<file path="src/rtl/hilo_muldiv_unit_pkg.sv">
// Shared types for the HI/LO multiply/divide unit: word types, operation codes and FSM states.
package hilo_muldiv_unit_pkg;

    localparam int WIDTH_REG = 32;
    localparam int DIV_ITERS = WIDTH_REG;
    localparam int COUNT_W   = $clog2(DIV_ITERS) + 1;

    typedef logic [WIDTH_REG-1:0]   word_t;
    typedef logic [2*WIDTH_REG-1:0] double_word_t;

    typedef enum logic [2:0] {
        ALU_NOP  = 3'd0,
        ALU_MULT = 3'd1,
        ALU_DIV  = 3'd2
    } mult_op_enum;

    typedef enum logic [1:0] {MD_IDLE, MD_MUL, MD_DIV, MD_DONE} muldiv_state_enum;

    // Two's-complement magnitude; unsigned operands pass through untouched.
    function automatic word_t magnitude(input word_t v, input logic is_signed);
        return (is_signed && v[WIDTH_REG-1]) ? -v : v;
    endfunction

endpackage

</file>
<file path="src/rtl/hilo_muldiv_unit_if.sv">
// Request/response bundle between decode/EX and the multiply/divide unit.
interface hilo_muldiv_unit_if;
    import hilo_muldiv_unit_pkg::*;

    logic        start_i;
    mult_op_enum op_i;
    logic        sign_i;
    word_t       src_a_i;
    word_t       src_b_i;
    logic        flush_i;
    logic        hi_we_i;
    logic        lo_we_i;
    word_t       mt_data_i;
    logic        busy_o;
    logic        done_o;
    logic        error_o;
    word_t       hi_o;
    word_t       lo_o;

    modport master (
        output start_i, op_i, sign_i, src_a_i, src_b_i, flush_i, hi_we_i, lo_we_i, mt_data_i,
        input  busy_o, done_o, error_o, hi_o, lo_o
    );

    modport slave (
        input  start_i, op_i, sign_i, src_a_i, src_b_i, flush_i, hi_we_i, lo_we_i, mt_data_i,
        output busy_o, done_o, error_o, hi_o, lo_o
    );

endinterface

</file>
<file path="src/rtl/hilo_muldiv_unit_restoring_div_core.sv">
// Unsigned restoring divider: one quotient bit per step, MSB first, on magnitudes supplied by the unit.
module restoring_div_core
    import hilo_muldiv_unit_pkg::*;
(
    input  logic  clk,
    input  logic  rst_n,
    input  logic  load,
    input  logic  step,
    input  word_t dividend,
    input  word_t divisor,
    output word_t quotient,
    output word_t remainder,
    output logic  last
);

    word_t              rem_q;
    word_t              quo_q;
    word_t              div_q;
    logic [COUNT_W-1:0] count_q;

    logic [WIDTH_REG:0] shifted;
    word_t              diff;
    logic               take;

    // The partial remainder stays below the divisor, so one extra bit covers the shift.
    always_comb begin
        shifted = {rem_q, quo_q[WIDTH_REG-1]};
        take    = (shifted >= {1'b0, div_q});
        diff    = shifted[WIDTH_REG-1:0] - div_q;
    end

    always_ff @(posedge clk) begin
        if (!rst_n) begin
            rem_q   <= '0;
            quo_q   <= '0;
            div_q   <= '0;
            count_q <= '0;
        end else if (load) begin
            rem_q   <= '0;
            quo_q   <= dividend;
            div_q   <= divisor;
            count_q <= '0;
        end else if (step) begin
            rem_q   <= take ? diff : shifted[WIDTH_REG-1:0];
            quo_q   <= {quo_q[WIDTH_REG-2:0], take};
            count_q <= count_q + 1'b1;
        end
    end

    assign quotient  = quo_q;
    assign remainder = rem_q;
    assign last      = (count_q == COUNT_W'(DIV_ITERS));

endmodule

</file>
<file path="src/rtl/hilo_muldiv_unit.sv">
// Multi-cycle MULT/MULTU/DIV/DIVU unit owning the HI/LO pair; busy_o stalls the pipeline during an op.
module hilo_muldiv_unit
    import hilo_muldiv_unit_pkg::*;
(
    input logic           clk,
    input logic           rst_n,
    hilo_muldiv_unit_if.slave bus
);

    muldiv_state_enum state_q, state_d;
    word_t            hi_q, lo_q, a_q, b_q;
    logic             sign_q, error_q;

    logic             busy, op_valid, accept;
    logic             div_load, div_step, div_last, commit_mul, commit_div;
    word_t            div_quo, div_rem, quo_fix, rem_fix;
    double_word_t     ext_a, ext_b, product;

    restoring_div_core u_div (
        .clk       (clk),
        .rst_n     (rst_n),
        .load      (div_load),
        .step      (div_step),
        .dividend  (magnitude(bus.src_a_i, bus.sign_i)),
        .divisor   (magnitude(bus.src_b_i, bus.sign_i)),
        .quotient  (div_quo),
        .remainder (div_rem),
        .last      (div_last)
    );

    // Flush outranks every transition and also suppresses a coincident start.
    always_comb begin
        busy       = (state_q == MD_MUL) || (state_q == MD_DIV);
        op_valid   = (bus.op_i == ALU_MULT) || (bus.op_i == ALU_DIV);
        accept     = bus.start_i && op_valid && !bus.flush_i && !busy;
        div_load   = accept && (bus.op_i == ALU_DIV);
        div_step   = (state_q == MD_DIV) && !div_last && !bus.flush_i;
        commit_mul = (state_q == MD_MUL) && !bus.flush_i;
        commit_div = (state_q == MD_DIV) && div_last && !bus.flush_i;
        state_d    = state_q;
        case (state_q)
            MD_IDLE: if (accept) state_d = (bus.op_i == ALU_MULT) ? MD_MUL : MD_DIV;
            MD_MUL:  state_d = MD_DONE;
            MD_DIV:  if (div_last) state_d = MD_DONE;
            MD_DONE: state_d = accept ? ((bus.op_i == ALU_MULT) ? MD_MUL : MD_DIV) : MD_IDLE;
            default: state_d = MD_IDLE;
        endcase
        if (bus.flush_i) state_d = MD_IDLE;
    end

    // Quotient sign follows the operand signs; remainder follows the dividend.
    always_comb begin
        ext_a   = sign_q ? {{WIDTH_REG{a_q[WIDTH_REG-1]}}, a_q} : {{WIDTH_REG{1'b0}}, a_q};
        ext_b   = sign_q ? {{WIDTH_REG{b_q[WIDTH_REG-1]}}, b_q} : {{WIDTH_REG{1'b0}}, b_q};
        product = ext_a * ext_b;
        quo_fix = (sign_q && (a_q[WIDTH_REG-1] ^ b_q[WIDTH_REG-1])) ? -div_quo : div_quo;
        rem_fix = (sign_q && a_q[WIDTH_REG-1]) ? -div_rem : div_rem;
    end

    always_ff @(posedge clk) begin
        if (!rst_n) begin
            state_q <= MD_IDLE;
            hi_q    <= '0;
            lo_q    <= '0;
            a_q     <= '0;
            b_q     <= '0;
            sign_q  <= 1'b0;
            error_q <= 1'b0;
        end else begin
            state_q <= state_d;
            error_q <= commit_div && (b_q == '0);
            if (accept) begin
                a_q    <= bus.src_a_i;
                b_q    <= bus.src_b_i;
                sign_q <= bus.sign_i;
            end
            if (commit_mul) begin
                hi_q <= product[2*WIDTH_REG-1:WIDTH_REG];
                lo_q <= product[WIDTH_REG-1:0];
            end else if (commit_div) begin
                hi_q <= rem_fix;
                lo_q <= quo_fix;
            end else if (!busy) begin
                if (bus.hi_we_i) hi_q <= bus.mt_data_i;
                if (bus.lo_we_i) lo_q <= bus.mt_data_i;
            end
        end
    end

    assign bus.busy_o  = busy;
    assign bus.done_o  = (state_q == MD_DONE);
    assign bus.error_o = error_q;
    assign bus.hi_o    = hi_q;
    assign bus.lo_o    = lo_q;

endmodule

</file>
<file path="src/flat_wrapper.sv">
// flat-port wrapper written by rule: the top's interface ports become plain ports
module hilo_muldiv_unit_flat import hilo_muldiv_unit_pkg::*;
  (clk, rst_n, bus_start_i, bus_op_i, bus_sign_i, bus_src_a_i, bus_src_b_i, bus_flush_i, bus_hi_we_i, bus_lo_we_i, bus_mt_data_i, bus_busy_o, bus_done_o, bus_error_o, bus_hi_o, bus_lo_o);
  hilo_muldiv_unit_if bus_i ();
  input logic clk;
  input logic rst_n;
  input wire logic [$bits(bus_i.start_i)-1:0] bus_start_i;
  input wire logic [$bits(bus_i.op_i)-1:0] bus_op_i;
  input wire logic [$bits(bus_i.sign_i)-1:0] bus_sign_i;
  input wire logic [$bits(bus_i.src_a_i)-1:0] bus_src_a_i;
  input wire logic [$bits(bus_i.src_b_i)-1:0] bus_src_b_i;
  input wire logic [$bits(bus_i.flush_i)-1:0] bus_flush_i;
  input wire logic [$bits(bus_i.hi_we_i)-1:0] bus_hi_we_i;
  input wire logic [$bits(bus_i.lo_we_i)-1:0] bus_lo_we_i;
  input wire logic [$bits(bus_i.mt_data_i)-1:0] bus_mt_data_i;
  output wire logic [$bits(bus_i.busy_o)-1:0] bus_busy_o;
  output wire logic [$bits(bus_i.done_o)-1:0] bus_done_o;
  output wire logic [$bits(bus_i.error_o)-1:0] bus_error_o;
  output wire logic [$bits(bus_i.hi_o)-1:0] bus_hi_o;
  output wire logic [$bits(bus_i.lo_o)-1:0] bus_lo_o;
  assign bus_i.start_i = bus_start_i;
  assign bus_i.op_i = bus_op_i;
  assign bus_i.sign_i = bus_sign_i;
  assign bus_i.src_a_i = bus_src_a_i;
  assign bus_i.src_b_i = bus_src_b_i;
  assign bus_i.flush_i = bus_flush_i;
  assign bus_i.hi_we_i = bus_hi_we_i;
  assign bus_i.lo_we_i = bus_lo_we_i;
  assign bus_i.mt_data_i = bus_mt_data_i;
  assign bus_busy_o = bus_i.busy_o;
  assign bus_done_o = bus_i.done_o;
  assign bus_error_o = bus_i.error_o;
  assign bus_hi_o = bus_i.hi_o;
  assign bus_lo_o = bus_i.lo_o;
  hilo_muldiv_unit u_core (.clk(clk), .rst_n(rst_n), .bus(bus_i));
endmodule
</file>
<file path="config.mk">
export PLATFORM = sky130hd
export DESIGN_NAME = hilo_muldiv_unit_flat
export DESIGN_NICKNAME = d
export VERILOG_FILES = /design/src/rtl/hilo_muldiv_unit_pkg.sv /design/src/rtl/hilo_muldiv_unit_if.sv /design/src/rtl/hilo_muldiv_unit_restoring_div_core.sv /design/src/rtl/hilo_muldiv_unit.sv /design/src/flat_wrapper.sv
export SDC_FILE = /design/constraint.sdc
export NUM_CORES = 2
export LEC_CHECK = 0
export BUFFER_PORTS_ARGS = -buffer_cell sky130_fd_sc_hd__buf_2
export CAP_MARGIN = 10
export CORE_ASPECT_RATIO = 0.75
export CORE_MARGIN = 5
export CORE_UTILIZATION = 50
export DETAILED_ROUTE_END_ITERATION = 10
export HOLD_SLACK_MARGIN = 0.02
export PLACE_DENSITY = 0.78
export SLEW_MARGIN = 20
export SYNTH_ARGS = -nofsm -noshare
export SYNTH_HDL_FRONTEND = slang
export SYNTH_SLANG_ARGS = --single-unit
</file>
<file path="constraint.sdc">
create_clock -name clk -period 9.7 [get_ports clk]
set_clock_uncertainty 0.15 [all_clocks]
set_input_delay 1.455 -clock clk [delete_from_list [all_inputs] [get_ports clk]]
set_output_delay 1.455 -clock clk [all_outputs]
set_load 0.02 [all_outputs]
</file>
-- Word-level counts from Yosys, hierarchy flattened
Index checks and enable logic that the tools add are counted.
- input port bits: 106
- ROM bits: 0
- bits in latches: 0
- memories kept: 0
- logic and storage cells: 81
- register bits after elaboration: 234
- output and inout port bits: 67
- RAM bits: 0
- eq/ne operators: 9
- reduce and logical (&&, ||, !) cells: 29
- multiply operators: 1
- order comparisons: 1
- bitwise operators: 2
- multiplexer cells: 22
- $add $sub $neg: 6
- div/mod/pow operators: 0
- shift-type cells: 0
- operators with widths (cell ; number):
    $mux W32 ; 15
    $mux W64 ; 2
    $neg A32 Y32 ; 4
    $mul A64 B64 Y64 ; 1
    $ge A33 B32 Y1 ; 1
    $logic_not A32 Y1 ; 1
    $sub A32 B32 Y32 ; 1
    $logic_and A1 B1 Y1 ; 14
    $mux W2 ; 4
    $pmux W2 S4 ; 1
    $add A6 B1 Y6 const B ; 1
    $eq A6 B6 Y1 const B ; 1
    $reduce_and A2 Y1 ; 3
    $reduce_bool A3 Y1 ; 2
    $eq A2 B2 Y1 const B ; 2
    $ne A2 B1 Y1 const B ; 2
    $reduce_or A2 Y1 ; 2
    $eq A3 B1 Y1 const B ; 1
    $eq A3 B2 Y1 const B ; 1
    $logic_not A1 Y1 ; 3
    $ne A3 B1 Y1 const B ; 1
    $eq A2 B1 Y1 const B ; 1
    $logic_not A2 Y1 ; 1
    $logic_or A1 B1 Y1 ; 2
    3 further kinds ; 3

-- Longest topological paths before layout
- depth after elaboration: 7
- gate-level depth with buffers: 35
- depth with buffers taken out: 32

-- By module
From an unflattened synthesis, not the netlist that was laid out.
- cells, all modules: 6977
- area total of the unflattened synthesis: 62374.8 um^2
- modules (own cells, without submodules) (module ; sequential area each (um^2) ; times used ; area an instance (um^2) ; cells each):
    hilo_muldiv_unit ; 2642.5 ; 1 ; 56178.9 ; 6244
    restoring_div_core ; 2042.0 ; 1 ; 6195.9 ; 733

-- Worst setup path after synthesis
Ideal clock, no wire load.
- path type: register to register
- start: reg u_core.sign_q
- end: reg u_core.hi_q[29] (netlist: u_core.bus.hi_o[29])
- data required time: 9418 ps
- cell stages (with the launch flop): 33
- arrival: 9541 ps
- setup slack: -123 ps
- path buffers: 4
- setup time: 132 ps
- period minus slack after synthesis: 9823 ps
- cell sequence: dfxtp_1 -> clkbuf_1 -> and2_1 -> clkbuf_1 -> clkbuf_1 -> buf_1 -> nand2_1 -> fa_1 -> inv_1 -> fa_1 -> fa_1 -> inv_1 -> fa_1 -> inv_1 -> fa_1 -> fa_1 -> fa_1 -> fa_1 -> fa_1 -> inv_1 -> fa_1 -> inv_1 -> ha_1 -> a21o_1 -> a21oi_1 -> o21bai_1 -> a21o_1 -> a21oi_1 -> inv_1 -> a21o_1 -> a221oi_1 -> xor2_1 -> a21oi_1
- longest elaborated chain between the ends: 4
- elaborated cells on any way between the ends: 7
- ends and longest elaborated chain (what ; RTL line ; text):
    start, declared ; hilo_muldiv_unit.sv:12 ; logic sign_q, error_q;
    start signal, assigned ; hilo_muldiv_unit.sv:75 ; sign_q <= bus.sign_i;
    branches (longest 3 deep; another with $mul A64 B64 Y64) ; - ;
    $mux W32 * ; hilo_muldiv_unit.sv:77 ; if (commit_mul) begin
    end signal, assigned ; hilo_muldiv_unit.sv:78 ; hi_q <= product[2*WIDTH_REG-1:WIDTH_REG];
    end signal, assigned ; hilo_muldiv_unit.sv:81 ; hi_q <= rem_fix;
    end signal, assigned ; hilo_muldiv_unit.sv:84 ; if (bus.hi_we_i) hi_q <= bus.mt_data_i;
    end, declared ; hilo_muldiv_unit.sv:11 ; word_t hi_q, lo_q, a_q, b_q;
Mark *: on every way between the ends.
A chain may end at the register's enable or synchronous reset.

-- Final worst setup path
- start: reg u_core.a_q[25]
- end: reg u_core.hi_q[12] (netlist: u_core.bus.hi_o[12])
- longest elaborated chain between the ends: 3
- ends and longest elaborated chain (what ; RTL line ; text):
    start, declared ; hilo_muldiv_unit.sv:11 ;
    start signal, assigned ; hilo_muldiv_unit.sv:73 ; a_q <= bus.src_a_i;
    $mux W64 ; hilo_muldiv_unit.sv:53 ; ext_a = sign_q ? {{WIDTH_REG{a_q[WIDTH_REG-1]}}, a_q} : {{WIDTH_REG{1'b0}}, a_q};
    $mul A64 B64 Y64 ; hilo_muldiv_unit.sv:55 ; product = ext_a * ext_b;
    $mux W32 ; hilo_muldiv_unit.sv:77 ;
Every way passes these cells.

==> impl_summary.log <==
[metrics] outcome: finished clean
[metrics] clock period minus final worst setup slack: about 9.4 ns
[metrics] proportion of register bits with asynchronous set or reset after synthesis: 0
[metrics] vertical die dimension: 314 um
[metrics] share of total power in combinational logic: 0.263
[metrics] register area: 4710 um2
[metrics] Post-synth top flop: dfxtp_1
[metrics] synthesized-area fraction occupied by adder cells: 0.532
[metrics] number of antenna-violating nets in the routed design: 0
[metrics] sink count of the clock tree: 234
[metrics] Synth Area in Simple Gates: 0.151
[metrics] type of the setup path with the least slack: flop to flop
[metrics] DRC viols: 0
[metrics] DRT iter0 DRCs: approximately 5200
[metrics] number of warnings printed during yosys synthesis: 0
[metrics] routed wire length: slightly below 200000 um
[metrics] sw frac: 0.358
[metrics] Clk Tree Root Cell: clkbuf_16
[metrics] via total after detailed routing: about 49000
[metrics] internal power: 1870 uW
[metrics] Port Buffer Count: 172
[metrics] worst slack at placement: -0.0583 ns
[metrics] data arrival time of the worst path: 9.68 ns
[metrics] switching power summed over all nets: 1050 uW
[metrics] peak supply drop: around 150 uV
[metrics] final clock period utilization by the worst path: 0.970
[metrics] Max Freq: about 0.11 GHz
[metrics] finished layout cell area: around 66000 um2
[metrics] worst max-slew margin expressed relative to the limit: 0.141
[metrics] total number of placement rows: 111
[metrics] Startpoint Class: flop
[metrics] largest net degree at the start of global routing: 104
[metrics] final hold violation count: 0
[metrics] syn avg cell area: 8.89 um2
[metrics] number of antenna violations at the first check in global routing: 17
[metrics] 1st-pass router iterations: 6
[metrics] Num CTS Buffers: 27
[metrics] final slew viol count: 0
[metrics] Power per Cell Area: 44.4 nW/um2
[metrics] Synth-to-Final Area Change: 6.61%
[metrics] sequential fraction of the synthesis area: 0.0758
[metrics] detailed-placement wirelength estimate: 165000 um
[metrics] proportion of power drawn by the clock network: 0.375
[metrics] Post-DP Area: between 60000 and 70000 um2
[metrics] multiplexer fraction of the synthesized cell area: 0.00439
[metrics] via count of the first global-routing pass: approximately 52000
[metrics] type of the tightest min-delay check: flop to flop
[metrics] Post-synth EDFFs: 0
[metrics] area used by multi-input combinational logic: 49900 um2
[metrics] Max H-tree Level: 1
[metrics] core footprint: 122000 um2
[metrics] Distinct cells, synth: 80
[metrics] Gate Count Post-Synth: 6947
[metrics] worst setup margin: 0.293 ns
[metrics] Lkg Pwr: 0.0331 uW
[metrics] buffers from clock root to sink, at most: 3
[metrics] share of post-route cells with drive strength above 1: 0.0674
[metrics] TritonCTS clock tree: done
[metrics] Filler Cells Inserted: approximately 11000
[metrics] maximum fanout along the worst path: 18
[metrics] critical path endpoint category: flop
[metrics] initial cell density of the core: 0.504
[metrics] top-level port count: 173
[metrics] synthesized net count: 8824
[metrics] GRT Residual Overflow: 0
[metrics] DR vias/cell: 5.64
[metrics] count of final setup violators: 0
[metrics] Die Wd: 416 um
[metrics] # Max-Cap Violations: 0
[metrics] wire length of the first global-routing pass: 309000 um
[metrics] fin nets: 8831
[metrics] final total negative setup slack: 0 ns
[metrics] WL/cell: 22.9 um
[metrics] largest family of logic cells by synthesized area: adder cells
[metrics] complex-gate fraction of the synthesized area: 0.0824
[metrics] die area: about 130000 um2
[metrics] Post-Synth XOR/XNOR Area: 0.0363
[metrics] Worst R2R Setup Slack: 0.29 ns
[metrics] total routing resource utilization after global routing: 0.306
[metrics] proportion of power drawn by flip-flops and latches: 0.363
[metrics] clock latency of the later-clocked register in the worst-skew pair: 0.57 ns
[metrics] register clock-pin slew on the reported worst setup and hold paths: 0.06 ns
[metrics] mapped cell area: 61800 um2
[metrics] Worst-Margin Slew: 1.28 ns
[metrics] hold buffers post-CTS: 0
[metrics] critical path data required time: between 9 and 10 ns
[metrics] Yosys reg bits: 234
[metrics] global placer's final weighted congestion: 1.01
-- area by class of cell --
class	count	area share
Multi-Input combinational cell	4767	0.757
Inverter	1571	0.0896
Sequential cell	234	0.0715
Timing Repair Buffer	353	0.0365
Tap cell	1638	0.0311
Clock buffer	33	0.0111
Clock inverter	16	0.00266
Antenna cell	12	0.000456
-- per-layer routing --
layer,vias to the layer above,global-route usage,part of all wire
met5,-,0,0.00028
met4,8,0.113,0.045
met3,497,0.0647,0.099
met2,2486,0.471,0.44
met1,24700,0.429,0.41
li1,20900,-,-
-- worst paths after layout --
path / start / cells past startpoint / endpoint
worst max-delay path: u_core.a_q[25] / 26 / u_core.bus.hi_o[12]
worst min-delay path: u_core.a_q[19] / 2 / u_core.a_q[19]
worst max register to register: u_core.a_q[25] / 26 / u_core.bus.hi_o[12]
worst min register to register: u_core.a_q[19] / 2 / u_core.a_q[19]
-- metrics by stage --
step	total power, uW	hold slack, ns	util	cells
after detailed placement	1820	0.305	0.529	8561
after global routing	3020	0.344	0.538	8621
after global placement	1810	0.294	0.529	8561
final	2920	0.315	0.538	8624
after floorplan	1520	0.282	-	6947
after CTS	2900	0.314	0.537	8610
-- cells in the final DEF, fill, tap and decap left out, types with 7 or more instances in the layout --
cell / netlist / routed
a311oi_1: 37 / 37
nor2b_1: 10 / 9
o221ai_1: 8 / 7
dfxtp_2: 0 / 22
nand2b_1: 18 / 18
o21ai_0: 114 / 114
o41ai_1: 12 / 12
nand2_1: 795 / 793
a31oi_1: 32 / 32
mux2i_1: 26 / 26
o211ai_1: 15 / 15
or4_1: 8 / 8
nand3_1: 35 / 34
clkinv_2: 0 / 7
ha_1: 351 / 350
nand4_1: 22 / 22
inv_1: 1569 / 1569
and2_1: 594 / 592
o31ai_1: 26 / 26
a221oi_1: 8 / 8
a211oi_1: 100 / 100
xnor2_1: 168 / 168
and3_1: 31 / 31
nor2_1: 252 / 252
xor2_1: 88 / 88
buf_2: 4 / 172
a21oi_1: 295 / 293
nor4_1: 26 / 25
dfxtp_1: 234 / 212
diode_2: 0 / 12
buf_12: 0 / 13
a21o_1: 57 / 57
nor3_1: 54 / 54
o21ai_1: 24 / 24
o21bai_1: 16 / 16
buf_4: 0 / 163
fa_1: 1420 / 1419
o21a_1: 10 / 9
or3_1: 20 / 20
clkbuf_16: 0 / 27
-- timing repair --
item | 4_1_cts | 5_1_grt
pin swaps | 0 | 1
endpoints found under the setup margin | 7 | 22
gates resized for setup | 4 | 31
setup buffers | 0 | 2
-- critical path, stage by stage (launching register included) --
cell and delay [ns]:
dfxtp_1 0.77, buf_4 0.39, nand2_1 0.11, fa_1 0.47, fa_1 0.57, inv_1 0.06, fa_1 0.52, inv_1 0.05
fa_1 0.49, fa_1 0.47, fa_1 0.54, fa_1 0.56, inv_1 0.05, fa_1 0.46, fa_1 0.60, inv_1 0.09
fa_1 0.52, inv_1 0.05, ha_1 0.28, a21o_1 0.18, a21oi_1 0.32, nor4b_1 0.37, o311ai_1 0.26, a31oi_1 0.38
xnor2_1 0.17, a221oi_1 0.29, nor2_1 0.08
-- Yosys cell counts, types with 31 or more instances --
| cell type | instances | area, um2 |
|---|---|---|
| dfxtp_1 | 234 | 4680 |
| a311oi_1 | 37 | 324 |
| xor2_1 | 88 | 771 |
| fa_1 | 1420 | 28400 |
| xnor2_1 | 168 | 1470 |
| nand2_1 | 795 | 2980 |
| and2_1 | 594 | 3720 |
| a21o_1 | 57 | 428 |
| a211oi_1 | 100 | 751 |
| nor2_1 | 252 | 946 |
| a31oi_1 | 32 | 200 |
| clkbuf_1 | 357 | 1340 |
| a21oi_1 | 295 | 1480 |
| o21ai_0 | 114 | 571 |
| nand3_1 | 35 | 175 |
| and3_1 | 31 | 194 |
| inv_1 | 1569 | 5890 |
| nor3_1 | 54 | 270 |
| ha_1 | 351 | 4390 |
-- sequential cells by signal (all words and copies together), names as in the netlist --
name	cells
u_core.a_q	32
u_core.b_q	32
u_core.bus.hi_o	32
u_core.bus.lo_o	32
u_core.u_div.div_q	32
u_core.u_div.quotient	32
u_core.u_div.remainder	32
u_core.u_div.count_q	6
u_core.state_q	2
u_core.bus.error_o	1
u_core.sign_q	1
-- power groups by stage --
stage / logic, uW / registers, uW / clock network, uW
after CTS: 746 / 1060 / 1100
final: 767 / 1060 / 1100
after floorplan: 459 / 1060 / 0
after detailed placement: 741 / 1080 / 0
after global routing: 817 / 1060 / 1140
after global placement: 731 / 1080 / 0
-- cells by family (layout without fill, tap and decap cells) --
group           after synthesis  count (layout)
mux                          27              27
compound gates              802             802
fa+ha+maj                  1775            1775
other cells                   0              12
buf+inv                    1946            1973
xor+xnor                    256             256
flops                       234             234
simple gates               1907            1907
(Power assumes the default switching activity.)
